**config.mk**
```make
export PLATFORM = sky130hd
export DESIGN_NAME = uart_mmio
export DESIGN_NICKNAME = d
export VERILOG_FILES = /design/src/rtl/uart_mmio.sv
export SDC_FILE = /design/constraint.sdc
export NUM_CORES = 1
export LEC_CHECK = 0
export CAP_MARGIN = 10
export CORE_ASPECT_RATIO = 0.7
export CORE_UTILIZATION = 54
export CTS_BUF_LIST = sky130_fd_sc_hd__clkbuf_8
export DETAILED_ROUTE_END_ITERATION = 16
export GPL_ROUTABILITY_DRIVEN = 0
export HOLD_SLACK_MARGIN = 0.06
export PLACE_DENSITY = 0.75
export SYNTH_ARGS = -nofsm -noshare
export SYNTH_HDL_FRONTEND = slang
export SYNTH_SLANG_ARGS = --single-unit
```
**constraint.sdc**
```tcl
create_clock -name clk -period 2.36 [get_ports clk]
set_input_delay 0.236 -clock clk [delete_from_list [all_inputs] [get_ports clk]]
set_output_delay 0.236 -clock clk [all_outputs]
set_load 0.005 [all_outputs]
```
**src/rtl/uart_mmio.sv**
```systemverilog
// Memory-mapped UART: TX FIFO + shifter, single-byte RX holding register,
// status/control registers and a level interrupt for the cpu dmem bus.
`ifndef ADDR_WIDTH
`define ADDR_WIDTH 16
`endif

module uart_mmio #(
  parameter int                     CLOCK_HZ  = 27000000,
  parameter int                     BAUD      = 115200,
  parameter logic [`ADDR_WIDTH-1:0] BASE_ADDR = `ADDR_WIDTH'(16'h0020),
  parameter int                     TX_DEPTH  = 8
) (
  input  logic                   rst,
  input  logic                   clk,
  input  logic [`ADDR_WIDTH-1:0] dmem_addr,
  input  logic                   dmem_ren,
  input  logic                   dmem_wen,
  input  logic                   dmem_byt,
  input  logic [15:0]            dmem_wdata,
  output logic [15:0]            dmem_rdata,
  output logic                   irq,
  input  logic                   uart_rx,
  output logic                   uart_tx
);

  localparam int DIV = (CLOCK_HZ + BAUD / 2) / BAUD;
  localparam int CW  = $clog2(DIV);
  localparam int AW  = $clog2(TX_DEPTH);

  localparam logic [CW-1:0] BIT_END  = CW'(DIV - 1);
  localparam logic [CW-1:0] HALF_END = CW'(DIV / 2 - 1);
  localparam logic [AW:0]   FIFO_CAP = (AW + 1)'(TX_DEPTH);

  localparam logic [1:0] S_IDLE  = 2'd0;
  localparam logic [1:0] S_START = 2'd1;
  localparam logic [1:0] S_DATA  = 2'd2;
  localparam logic [1:0] S_STOP  = 2'd3;

  // ---------------------------------------------------------------- decode
  logic       w_sel;
  logic [1:0] w_off;
  logic       w_wr;
  logic       w_rd;
  logic       w_data_wr;
  logic       w_data_rd;
  logic       w_stat_wr;
  logic       w_ctrl_wr;
  logic       w_unused;

  assign w_sel     = (dmem_addr[`ADDR_WIDTH-1:3] == BASE_ADDR[`ADDR_WIDTH-1:3]);
  assign w_off     = dmem_addr[2:1];
  // Odd-address byte writes would target the upper byte, which no register has.
  assign w_wr      = dmem_wen & w_sel & ~(dmem_byt & dmem_addr[0]);
  assign w_rd      = dmem_ren & w_sel;
  assign w_data_wr = w_wr & (w_off == 2'd0);
  assign w_stat_wr = w_wr & (w_off == 2'd1);
  assign w_ctrl_wr = w_wr & (w_off == 2'd2);
  assign w_data_rd = w_rd & (w_off == 2'd0);
  assign w_unused  = ^dmem_wdata[15:8];

  // ------------------------------------------------------------ registers
  logic [AW-1:0] r_wptr;
  logic [AW-1:0] r_rptr;
  logic [AW:0]   r_count;
  logic [7:0]    r_fifo [TX_DEPTH];

  logic [1:0]    r_tx_state;
  logic [CW-1:0] r_tx_cnt;
  logic [2:0]    r_tx_bit;
  logic [7:0]    r_tx_shift;
  logic          r_tx;

  logic          r_rx_s1;
  logic          r_rx_s2;
  logic          r_rx_d;
  logic [1:0]    r_rx_state;
  logic [CW-1:0] r_rx_cnt;
  logic [2:0]    r_rx_bit;
  logic [7:0]    r_rx_shift;

  logic [7:0]    r_rx_byte;
  logic          r_rx_valid;
  logic          r_rx_overrun;
  logic          r_frame_err;
  logic          r_tx_drop;
  logic [1:0]    r_ctrl;
  logic [15:0]   r_rdata;

  logic          w_empty;
  logic          w_full;
  logic          w_pop;
  logic          w_push;
  logic          w_drop;
  logic          w_tx_idle;
  logic          w_rx_end;
  logic          w_rx_done;
  logic          w_rx_ferr;
  logic          w_load;
  logic          w_ovr_set;
  logic [15:0]   w_rd_mux;

  assign w_empty   = (r_count == (AW + 1)'(0));
  assign w_full    = (r_count == FIFO_CAP);
  // The shifter pulls a byte from IDLE, or straight out of STOP so frames abut.
  assign w_pop     = ~w_empty & ((r_tx_state == S_IDLE) |
                                 ((r_tx_state == S_STOP) & (r_tx_cnt == BIT_END)));
  assign w_push    = w_data_wr & (~w_full | w_pop);
  assign w_drop    = w_data_wr & w_full & ~w_pop;
  assign w_tx_idle = w_empty & (r_tx_state == S_IDLE);

  assign w_rx_end  = (r_rx_state == S_STOP) & (r_rx_cnt == BIT_END);
  assign w_rx_done = w_rx_end & r_rx_s2;
  assign w_rx_ferr = w_rx_end & ~r_rx_s2;
  assign w_load    = w_rx_done & (~r_rx_valid | w_data_rd);
  assign w_ovr_set = w_rx_done & r_rx_valid & ~w_data_rd;

  // ------------------------------------------------------------- TX FIFO
  always_ff @(posedge clk or posedge rst) begin
    if (rst) begin
      r_wptr  <= AW'(0);
      r_rptr  <= AW'(0);
      r_count <= (AW + 1)'(0);
    end else begin
      if (w_push) r_wptr <= r_wptr + AW'(1);
      if (w_pop)  r_rptr <= r_rptr + AW'(1);
      case ({w_push, w_pop})
        2'b10:   r_count <= r_count + (AW + 1)'(1);
        2'b01:   r_count <= r_count - (AW + 1)'(1);
        default: r_count <= r_count;
      endcase
    end
  end

  always_ff @(posedge clk) begin
    if (w_push) r_fifo[r_wptr] <= dmem_wdata[7:0];
  end

  // ------------------------------------------------------------- TX FSM
  always_ff @(posedge clk or posedge rst) begin
    if (rst) begin
      r_tx_state <= S_IDLE;
      r_tx_cnt   <= CW'(0);
      r_tx_bit   <= 3'd0;
      r_tx_shift <= 8'h00;
      r_tx       <= 1'b1;
    end else begin
      case (r_tx_state)
        S_IDLE: begin
          r_tx_cnt <= CW'(0);
          if (w_pop) begin
            r_tx_shift <= r_fifo[r_rptr];
            r_tx       <= 1'b0;
            r_tx_state <= S_START;
          end else begin
            r_tx <= 1'b1;
          end
        end
        S_START: begin
          if (r_tx_cnt == BIT_END) begin
            r_tx_cnt   <= CW'(0);
            r_tx_bit   <= 3'd0;
            r_tx       <= r_tx_shift[0];
            r_tx_state <= S_DATA;
          end else begin
            r_tx_cnt <= r_tx_cnt + CW'(1);
          end
        end
        S_DATA: begin
          if (r_tx_cnt == BIT_END) begin
            r_tx_cnt <= CW'(0);
            if (r_tx_bit == 3'd7) begin
              r_tx       <= 1'b1;
              r_tx_state <= S_STOP;
            end else begin
              r_tx_bit   <= r_tx_bit + 3'd1;
              r_tx_shift <= {1'b0, r_tx_shift[7:1]};
              r_tx       <= r_tx_shift[1];
            end
          end else begin
            r_tx_cnt <= r_tx_cnt + CW'(1);
          end
        end
        S_STOP: begin
          if (r_tx_cnt == BIT_END) begin
            r_tx_cnt <= CW'(0);
            if (w_pop) begin
              r_tx_shift <= r_fifo[r_rptr];
              r_tx       <= 1'b0;
              r_tx_state <= S_START;
            end else begin
              r_tx       <= 1'b1;
              r_tx_state <= S_IDLE;
            end
          end else begin
            r_tx_cnt <= r_tx_cnt + CW'(1);
          end
        end
        default: begin
          r_tx       <= 1'b1;
          r_tx_state <= S_IDLE;
        end
      endcase
    end
  end

  // ------------------------------------------------------------- RX FSM
  always_ff @(posedge clk or posedge rst) begin
    if (rst) begin
      r_rx_s1    <= 1'b1;
      r_rx_s2    <= 1'b1;
      r_rx_d     <= 1'b1;
      r_rx_state <= S_IDLE;
      r_rx_cnt   <= CW'(0);
      r_rx_bit   <= 3'd0;
      r_rx_shift <= 8'h00;
    end else begin
      r_rx_s1 <= uart_rx;
      r_rx_s2 <= r_rx_s1;
      r_rx_d  <= r_rx_s2;
      case (r_rx_state)
        S_IDLE: begin
          r_rx_cnt <= CW'(0);
          if (r_rx_d & ~r_rx_s2) r_rx_state <= S_START;
        end
        S_START: begin
          // Half-bit check rejects glitches and centres later samples.
          if (r_rx_cnt == HALF_END) begin
            r_rx_cnt   <= CW'(0);
            r_rx_bit   <= 3'd0;
            r_rx_state <= r_rx_s2 ? S_IDLE : S_DATA;
          end else begin
            r_rx_cnt <= r_rx_cnt + CW'(1);
          end
        end
        S_DATA: begin
          if (r_rx_cnt == BIT_END) begin
            r_rx_cnt   <= CW'(0);
            r_rx_shift <= {r_rx_s2, r_rx_shift[7:1]};
            r_rx_bit   <= r_rx_bit + 3'd1;
            if (r_rx_bit == 3'd7) r_rx_state <= S_STOP;
          end else begin
            r_rx_cnt <= r_rx_cnt + CW'(1);
          end
        end
        S_STOP: begin
          if (r_rx_cnt == BIT_END) begin
            r_rx_cnt   <= CW'(0);
            r_rx_state <= S_IDLE;
          end else begin
            r_rx_cnt <= r_rx_cnt + CW'(1);
          end
        end
        default: r_rx_state <= S_IDLE;
      endcase
    end
  end

  // ----------------------------------------------- status / control regs
  always_ff @(posedge clk or posedge rst) begin
    if (rst) begin
      r_rx_byte    <= 8'h00;
      r_rx_valid   <= 1'b0;
      r_rx_overrun <= 1'b0;
      r_frame_err  <= 1'b0;
      r_tx_drop    <= 1'b0;
      r_ctrl       <= 2'b00;
    end else begin
      if (w_load) begin
        r_rx_byte  <= r_rx_shift;
        r_rx_valid <= 1'b1;
      end else if (w_data_rd) begin
        r_rx_valid <= 1'b0;
      end
      // Sets take priority over write-one-to-clear in the same cycle.
      r_rx_overrun <= (r_rx_overrun & ~(w_stat_wr & dmem_wdata[1])) | w_ovr_set;
      r_frame_err  <= (r_frame_err  & ~(w_stat_wr & dmem_wdata[4])) | w_rx_ferr;
      r_tx_drop    <= (r_tx_drop    & ~(w_stat_wr & dmem_wdata[5])) | w_drop;
      if (w_ctrl_wr) r_ctrl <= dmem_wdata[1:0];
    end
  end

  // Register read multiplexer
  always_comb begin
    w_rd_mux = 16'h0000;
    case (w_off)
      2'd0:    w_rd_mux = {8'h00, r_rx_byte};
      2'd1:    w_rd_mux = {10'h000, r_tx_drop, r_frame_err, w_tx_idle,
                           w_full, r_rx_overrun, r_rx_valid};
      2'd2:    w_rd_mux = {14'h0000, r_ctrl};
      default: w_rd_mux = 16'h0000;
    endcase
  end

  // Read data holds until the next sampled read strobe
  always_ff @(posedge clk or posedge rst) begin
    if (rst) begin
      r_rdata <= 16'h0000;
    end else if (dmem_ren) begin
      r_rdata <= w_sel ? w_rd_mux : 16'h0000;
    end
  end

  assign dmem_rdata = r_rdata;
  assign uart_tx    = r_tx;
  assign irq        = (r_ctrl[0] & r_rx_valid) | (r_ctrl[1] & w_tx_idle);

endmodule
```
After elaboration in Yosys (flattened, before gate mapping). Memories as Yosys holds them, arrays and structs flattened. Cells that the tools add are included. Widths: inputs -> output; s select.

Latch bits: 0. Input bits: 38. RAM bits: 64. Memory bits (read-only): 0. Output and inout port bits: 18. Register bits after elaboration: 86. Memories kept: 1.

Memory list: r_fifo (words 8, width 8, read ports 1, clocked after Yosys merged registers in 0, wr ports 1, RTL line 65) `logic [7:0] r_fifo [TX_DEPTH];`.

Bitwise logic cells: 46. Mux-type cells: 44. Shift-type cells: 0. Magnitude comparators: 0. Eq/ne operators: 28. Reduce and logical (&&, ||, !) cells: 18. $mul: 0. Divide/modulo/power cells: 0. Add/sub/neg operators: 8.

Operator list (number): $pmux 8 s3 (3); $mux 8 (7); $and 1x1->1 (29); $mux 2 (11); $ne 2x2->1 const B (9); $add 8x1->8 const B (2); $eq 8x8->1 const B (2); $mux 16 (1); $pmux 2 s4 (2); $pmux 8 s2 (1); $mux 3 (5); $eq 13x3->1 const B (1); $add 3x1->3 const B (4); $eq 2x2->1 const B (6); $pmux 3 s2 (2); $mux 1 (10); $not 1->1 (10); $reduce_and 5->1 (2); $eq 2x1->1 const B (4); $eq 8x7->1 const B (1); $pmux 4 s2 (1); $reduce_and 4->1 (2); $reduce_bool 2->1 (4); $or 1x1->1 (7); 13 further kinds (18).

Logic depth before layout (Yosys ltp). Gate-level depths: netlist (run 1).

Depth in word-level cells: 8. Gate-level depth with buffers: 12.

Worst setup path before layout (run 1). OpenSTA, ideal clock, no wires.

Path type: flip-flop to flip-flop. Start: register r_count[1]. End: register r_count[2]. Data required time: 2.234 ns. Cell stages (with the launch flop): 11. Arrival time: 2.380 ns. Slack: -0.146 ns. Library setup time: 0.126 ns. Cell sequence: dfrtp_1 or4b_1 a211o_1 nand4_4 ha_1 xor2_1 ha_1 a21oi_1 xor2_1 nor2_1 xor2_1.

Cells in the longest elaborated chain, start to end: 7. Elaborated cells on any way between the ends: 13. Classes of those cells: 2 x add/sub; 3 x eq/ne; 1 x mux; 5 x bitwise; 2 x reduce/logical.

RTL lines: start: declaration (RTL line 64) `logic [AW:0] r_count;`; start signal: assignment (RTL line 122) `r_count <= (AW + 1)'(0);`; start signal: assignment (RTL line 127) `2'b10: r_count <= r_count + (AW + 1)'(1);`; start signal: assignment (RTL line 128) `2'b01: r_count <= r_count - (AW + 1)'(1);`; $logic_not 4->1 (RTL line 102) `assign w_empty = (r_count == (AW + 1)'(0));`; $not 1->1 (RTL line 105) `assign w_pop = ~w_empty & ((r_tx_state == S_IDLE) |`; $and 1x1->1 (RTL line 105); $or 1x1->1 (RTL line 107) `assign w_push = w_data_wr & (~w_full | w_pop);`; $and 1x1->1 (RTL line 107); $eq 2x1->1 / $eq 2x2->1 (equally long branches) (RTL line 126) `case ({w_push, w_pop})`; $pmux 4 s2 / $reduce_bool 2->1 (equally long branches).

Parallel ways exist; a longest one is shown, timed or not. A chain may end at the register's enable or synchronous reset.

Worst setup path after layout (run 1).
Start: register r_count[0]. End: register r_count[2].

The elaborated chain is that of the path after synthesis.

==> results of run 1 <==
logic make-up after synthesis:
family                     Yosys count  synth area share
buffers and inverters               40            0.0330
DFF                                142             0.605
AOI/OAI and AO/OA                   60            0.0716
adders and majority gates           19            0.0371
muxes                               57             0.127
other                                1          0.000585
and+or+nand+nor                    109            0.0997
xor gates and xnor gates            19            0.0260
cell type report:
cell class | count | share of cell area
Tap cell | 153 | 0.0248
Multi-Input combinational cell | 272 | 0.315
Clock inverter | 15 | 0.0179
Timing Repair Buffer | 86 | 0.0994
Clock buffer | 17 | 0.0304
Inverter | 18 | 0.00877
Sequential cell | 142 | 0.503
flip-flops by register name (all words and copies together), names as in the netlist, named ones only:
register      flops
r_frame_err       1
r_fifo           64
r_tx_state        2
r_rx_d            1
r_ctrl            2
r_tx_bit          3
r_rx_s2           1
uart_tx           1
r_rx_cnt          8
r_tx_shift        8
r_rx_s1           1
r_count           4
r_rx_bit          3
r_wptr            3
r_rx_byte         8
r_rptr            3
r_rx_state        1
r_rx_shift        8
dmem_rdata        8
r_rx_overrun      1
r_tx_drop         1
r_tx_cnt          8
r_rx_valid        1
routing by layer:
| layer | wire, µm | GRT usage | share of wire | vias to the layer above |
|---|---|---|---|---|
| met5 | 0 | 0 | 0 | - |
| met4 | 133 | 0.0680 | 0.011 | 0 |
| met3 | 602 | 0.0575 | 0.049 | 12 |
| met2 | 5480 | 0.325 | 0.45 | 94 |
| met1 | 5990 | 0.317 | 0.49 | 1940 |
| li1 | - | - | - | 1844 |
power groups by stage:
stage	registers [µW]	clock network, µW	logic, µW
6_report	3110	1810	2520
5_1_grt	3150	1940	2760
4_1_cts	3100	1840	2460
3_5_place_dp	3150	0	2360
3_3_place_gp	3130	0	2260
2_1_floorplan	3040	0	1710
worst reg2reg max path, stage by stage (launching register included):
cell and delay [ns]:
dfrtp_1 0.39, or4b_4 0.55, a211o_4 0.31, nand4_4 0.10, ha_4 0.15, xor2_1 0.15, ha_1 0.18, a21oi_2 0.04
xor2_1 0.14, nor2_1 0.14, xor2_1 0.15
timing repair:
item | in CTS | in global routing
endpoints found under the setup margin | 67 | 75
pin swaps | 9 | 6
gates cloned | 0 | 0
hold buffers | 0 | 0
endpoints found under the hold margin | 0 | 0
buffers inserted | 1 | 1
resized for setup | 8 | 8
metrics by stage:
step	utilization	TNS, ns	power [µW]
6_report	0.682	0	7430
5_1_grt	0.682	-0.153	7850
4_1_cts	0.679	-0.125	7400
3_5_place_dp	0.642	-14.18	5500
3_3_place_gp	0.642	-11.41	5390
2_1_floorplan	-	-0.0291	4750
Yosys cell counts, drive strengths merged, types with 3 or more instances:
master | instances | area, µm²
clkbuf | 6 | 23.8
nand3 | 12 | 60.1
xnor2 | 5 | 43.8
edfxtp | 64 | 1920
dfrtp | 74 | 1850
nor3 | 6 | 35.0
mux2i | 7 | 70.1
nand2 | 15 | 56.3
nor2 | 36 | 140
buf | 16 | 120
ha | 19 | 238
and3 | 5 | 32.5
nand2b | 3 | 18.8
mux2 | 34 | 383
nor2b | 4 | 25.0
o22ai | 5 | 31.3
dfstp | 4 | 105
nor4 | 3 | 31.3
xor2 | 14 | 123
o21ai | 5 | 28.8
mux4 | 16 | 360
nand4 | 7 | 80.1
a21oi | 12 | 60.1
o2bb2ai | 10 | 87.6
inv | 18 | 67.6
a22oi | 7 | 52.6
worst paths after layout:
| check | to | slack, ns | startpoint | cells past startpoint |
|---|---|---|---|---|
| worst min register to register | r_rx_s2 | 0.36 | r_rx_s1 | 0 |
| worst max register to register | r_count[2] | 0.001 | r_count[0] | 10 |
| max in group asynchronous | r_rx_s1 | 1.80 | rst | 3 |
| worst max-delay path | r_count[2] | 0.001 | r_count[0] | 10 |
| min in group asynchronous | r_tx_cnt[0] | 0.22 | rst | 3 |
| worst min-delay path | r_rx_s1 | 0.20 | uart_rx | 1 |
==> results by group, run 1 <==
GRT
  – GRT overflow: 0
  – Antenna violations before repair: 0
  – Total GRT Usage: 0.219
  – First-pass GRT wire length: 20,300 µm
  – Vias in the first global route: 3,950
  – Largest net degree at the start of global routing: 79

Pwr
  – Sequential power share: 0.418
  – Maximum vdd drop: 0.000535 V
  – PwrDens: 965 mW/mm²
  – Switching Power: 2430 µW
  – P_leak: between 0.003 and 0.004 µW
  – Combinational Power Share: 0.339
  – Switching share of total power: 0.327
  – Clk network pwr share: 0.243
  – Cell Int Power: about 5000 µW

Cells and area
  – Commonest cells after routing, fill and taps aside: 74 x dfrtp_1, 64 x edfxtp_1, 43 x buf_4
  – Area Overhead vs Synth: 20.2%
  – Share of layout cells above drive strength 1: 0.296
  – Reg area: 0.00388 mm²
  – Most common cell after layout, fill and taps aside: dfrtp_1
  – Fillers: 776
  – Post-route insts no fill: 703
  – Final net count: 594
  – Post-route cell area: 0.00770 mm²
  – Antenna fix cells: 0
  – Multi-input gate area: 0.00243 mm²

Worst setup path
  – Most common cell type on the critical path: xor2_1
  – CP max-delay cell: or4b_4
  – WP data arrival: roughly 2.7 ns
  – Cell family with most CP delay: simple AND/OR/NAND/NOR gates
  – Crit path required time: around 2.7 ns
  – Critical path class: reg2reg
  – CP bufs+invs: 0
  – CP endpoint kind: flop
  – Worst Setup Start Kind: flop
  – Critical-path cell list: or4b_4 -> a211o_4 -> nand4_4 -> ha_4 -> xor2_1 -> ha_1 -> a21oi_2 -> xor2_1 -> nor2_1 -> xor2_1
  – Crit path max fanout: 3
  – CP max stage delay: 0.55 ns

Routing
  – DRT iter0 DRCs: 309
  – Via density per instance: 5.53
  – Total Wirelength: approximately 12,000 µm
  – First-pass iteration count of the detailed router: 4
  – Via count: a little under 4k
  – Routed len/inst: 17.4 µm
  – DRC viols: 0
  – DRT antenna net count: 0

Placed design
  – Dpl cell area: 0.00725 mm²
  – Number of I/O port buffers: 39
  – Placed insts: 669
  – Pre-CTS WS: -0.253 ns
  – HPWL Detailed: 8480 µm

Synthesis
  – Sequential fraction of the synthesis area: 0.605
  – Post-Synthesis Cells: 447
  – Yosys cell types: 70
  – EDFF count, synth: 64
  – Synth warn: 0
  – Primary FF master, synth: dfrtp_1
  – Post-Synthesis Cell Area: 0.00641 mm²
  – Post-Syn Area per Cell: between 10 and 15 µm²
  – Asr flop ratio synth: 0.549
  – #FFs+latches synth: 142

Run
  – Max Cap Viol: 0

STA
  – Final min period: between 2 and 2.5 ns
  – Period utilization: 1.00
  – Final worst slack: 0.00117 ns
  – Worst Tran Pin Value: 0.799 ns
  – RSZ-0062 raised after global routing: yes
  – Final setup fails: 0
  – Max Freq: 0.424 GHz
  – Worst Clk Skew: 0.0101 ns
  – Hold WS: 0.198 ns
  – Max_slew headroom: 0.467
  – Final hold vios: 0
  – Pins Over Slew Limit: 0

Floorplanning
  – Initial cell density of the core: 0.568
  – Core ar.: 0.0113 mm²
  – Die area: between 0.01 and 0.015 mm²
  – Die height: 93.2 µm
  – Num ports: 56
  – # rows: 32
  – Die X: 132 µm

Clock tree
  – CTS Buf Count: 17
  – Clock Latency Late Sink: 0.44 ns
  – CTS Sinks: 142
  – Max Root-Sink Buffers: 2
  – Clock Pin Slew Worst Setup and Hold Paths: around 0.08 ns
  – # H-tree levels: 4
  – CTS tree: done
  – Root buf cell: clkbuf_8

Min path
  – Hold Crit Class: in2reg

Outcome
  – Status: completed
(Power assumes the default switching activity.)
==> inputs of run 2 (changes only) <==
Settings changed: CORE_UTILIZATION 54 to 50, PLACE_DENSITY 0.75 to 0.7.
==> run 2 against run 1 <==
Effect of this change: the run now ends with negative setup slack left; sequential power is essentially flat; worst setup slack lost 0.044 ns; sequential cell count is the same; design area grew 3.8%; global-route usage shrank 1.2 points; combinational power grew 6%; critical endpoint unchanged; largest power group unchanged.
==> results by group, run 2 (same netlist as run 1, synthesis figures left out) <==
GRT
  – Largest net degree at the start of global routing: 32 (-59%)
  – First-pass GRT wire length: 20,500 µm (+1.2%)
  – Total GRT Usage: 0.207 (-0.0118)
  – Vias in the first global route: 3,994 (+1.1%)
  – GRT overflow: 0 (unchanged)
  – Antenna violations before repair: 0 (unchanged)

Clock tree
  – Clock Pin Slew Worst Setup and Hold Paths: 0.08 ns (about the same)
  – CTS tree: done
  – CTS Sinks: 142 (unchanged)
  – Max Root-Sink Buffers: 2 (unchanged)
  – CTS Buf Count: 17 (unchanged)
  – Clock Latency Late Sink: 0.44 ns (about the same)
  – Hold-fix buffers at CTS: 0 (unchanged)
  – Root buf cell: clkbuf_8
  – # H-tree levels: 4 (unchanged)

STA
  – Worst Clk Skew: 0.0127 ns (+0.00260 ns)
  – Final min period: 2.40 ns (+0.0444 ns)
  – Period utilization: 1.02 (+0.0188)
  – RSZ-0062 raised after global routing: yes
  – Pins Over Slew Limit: 0 (unchanged)
  – Final worst slack: -0.0432 ns (-0.0444 ns)
  – Final setup fails: 9 (+9)
  – Worst Tran Pin Value: 0.792 ns (-0.00759 ns)
  – Max Freq: 0.416 GHz (-1.8%)
  – Final hold vios: 0 (unchanged)
  – Max_slew headroom: 0.472 (+0.00506)

Routing
  – Total Wirelength: 12,500 µm (+2.7%)
  – DRT iter0 DRCs: 304 (-1.6%)
  – Routed len/inst: 17.3 µm (-0.24%)
  – DRC viols: 0 (unchanged)
  – DRT antenna net count: 0 (unchanged)
  – First-pass iteration count of the detailed router: 4 (unchanged)
  – Via density per instance: 5.46 (-1.3%)
  – Via count: 3,955 (+1.7%)

Worst setup path
  – Cell family with most CP delay: simple AND/OR/NAND/NOR gates
  – WP data arrival: 2.73 ns (about the same)
  – Critical path class: reg2reg
  – CP max-delay cell: or4b_4
  – CP endpoint kind: flop
  – Worst Setup Start Kind: flop
  – CP bufs+invs: 0 (unchanged)
  – Critical-path cell list: or4b_4 -> a211o_4 -> nand4_4 -> ha_4 -> xor2_2 -> ha_4 -> a21oi_2 -> xor2_1 -> nor2_1 -> xor2_1
  – CP max stage delay: 0.55 ns (about the same)
  – Crit path max fanout: 3 (unchanged)
  – Crit path required time: 2.69 ns (-0.03 ns)

Cells and area
  – Commonest cells after routing, fill and taps aside: 74 x dfrtp_1, 64 x edfxtp_1, 48 x buf_4
  – Antenna fix cells: 0 (unchanged)
  – Max reg flops: 64 (unchanged)
  – Post-route insts no fill: 724 (+3.0%)
  – Area Overhead vs Synth: 24.8%
  – Final net count: 606 (+2.0%)
  – Share of layout cells above drive strength 1: 0.329 (+0.0328)
  – Top reg by flops: r_fifo
  – Most common cell after layout, fill and taps aside: dfrtp_1

Min path
  – Hold Crit Class: in2async

Outcome
  – Failing checks: negative setup slack
  – Status: complete, but fails checks

Placed design
  – Pre-CTS WS: -0.248 ns (+0.00561 ns)
  – HPWL Detailed: 8560 µm (+0.91%)
  – Number of I/O port buffers: 39 (unchanged)
  – Placed insts: 685 (+2.4%)

Run
  – Max Cap Viol: 0 (unchanged)

Pwr
  – P_leak: 0.00323 µW (+3.2%)
  – PwrDens: 976 mW/mm² (+1.2%)
  – Power Total: 7810 µW (+5.1%)
  – Maximum vdd drop: 0.000545 V (+1.9%)

Floorplanning
  – Die height: 96.7 µm (+3.8%)
  – Initial cell density of the core: 0.514 (-0.0535)
  – Die area: 0.0133 mm² (+7.9%)
  – Num ports: 56 (unchanged)
  – Die X: 137 µm (+3.9%)
  – # rows: 34 (+6.3%)
  – Core ar.: 0.0125 mm² (+10%)
[run 2: per-stage QoR]
step	utilization	TNS [ns]	area (µm²)	hold slack (ns)
after global placement	0.588	-12.43	7320	0.348
final	0.642	-0.103	8000	0.159
after CTS	0.628	-0.127	7830	0.161
after global routing	0.642	-1.86	8000	0.162
after floorplan	-	-0.0291	6460	0.240
after detailed placement	0.588	-15.29	7320	0.348
[run 2: worst paths after layout]
check	startpoint	slack [ns]	depth (start not counted)	end
min	rst	0.16	2	r_tx_cnt[3]
max reg2reg	r_count[1]	-0.04	10	r_count[2]
max in group asynchronous	rst	1.55	3	r_rx_bit[0]
min reg2reg	r_rx_s1	0.36	0	r_rx_s2
max	r_count[1]	-0.04	10	r_count[2]
min in group clk	uart_rx	0.19	1	r_rx_s1
[run 2: final cells by class]
cell class / instances / area, µm²
clock inverters: 15 / 185
inverters: 18 / 68.8
flip-flops and latches: 142 / 3880
clock buffers: 17 / 234
multi-input cells: 272 / 2540
fillers: 896 / 4460
well taps: 162 / 203
repair buffers: 98 / 891
[run 2: layer usage]
metal  share of wire  vias to the layer above  track usage
li1                -                     1868            -
met1            0.49                     1985        0.312
met2            0.45                       92        0.298
met3           0.048                       10       0.0498
met4           0.011                        0       0.0592
met5               0                        -            0
[run 2: timing repair]
| item | 4_1_cts | 5_1_grt |
|---|---|---|
| setup endpoints to repair | 52 | 63 |
| cloned | 0 | 0 |
| gates resized for setup | 15 | 30 |
| buffers inserted | 4 | 3 |
| pin swaps | 14 | 15 |
[run 2: report_power, final]
| group | switching [µW] | leakage [µW] | internal (µW) |
|---|---|---|---|
| registers | 268 | 0.00161 | 2830 |
| logic | 1240 | 0.00142 | 1440 |
| clock network | 978 | 0.000213 | 1060 |
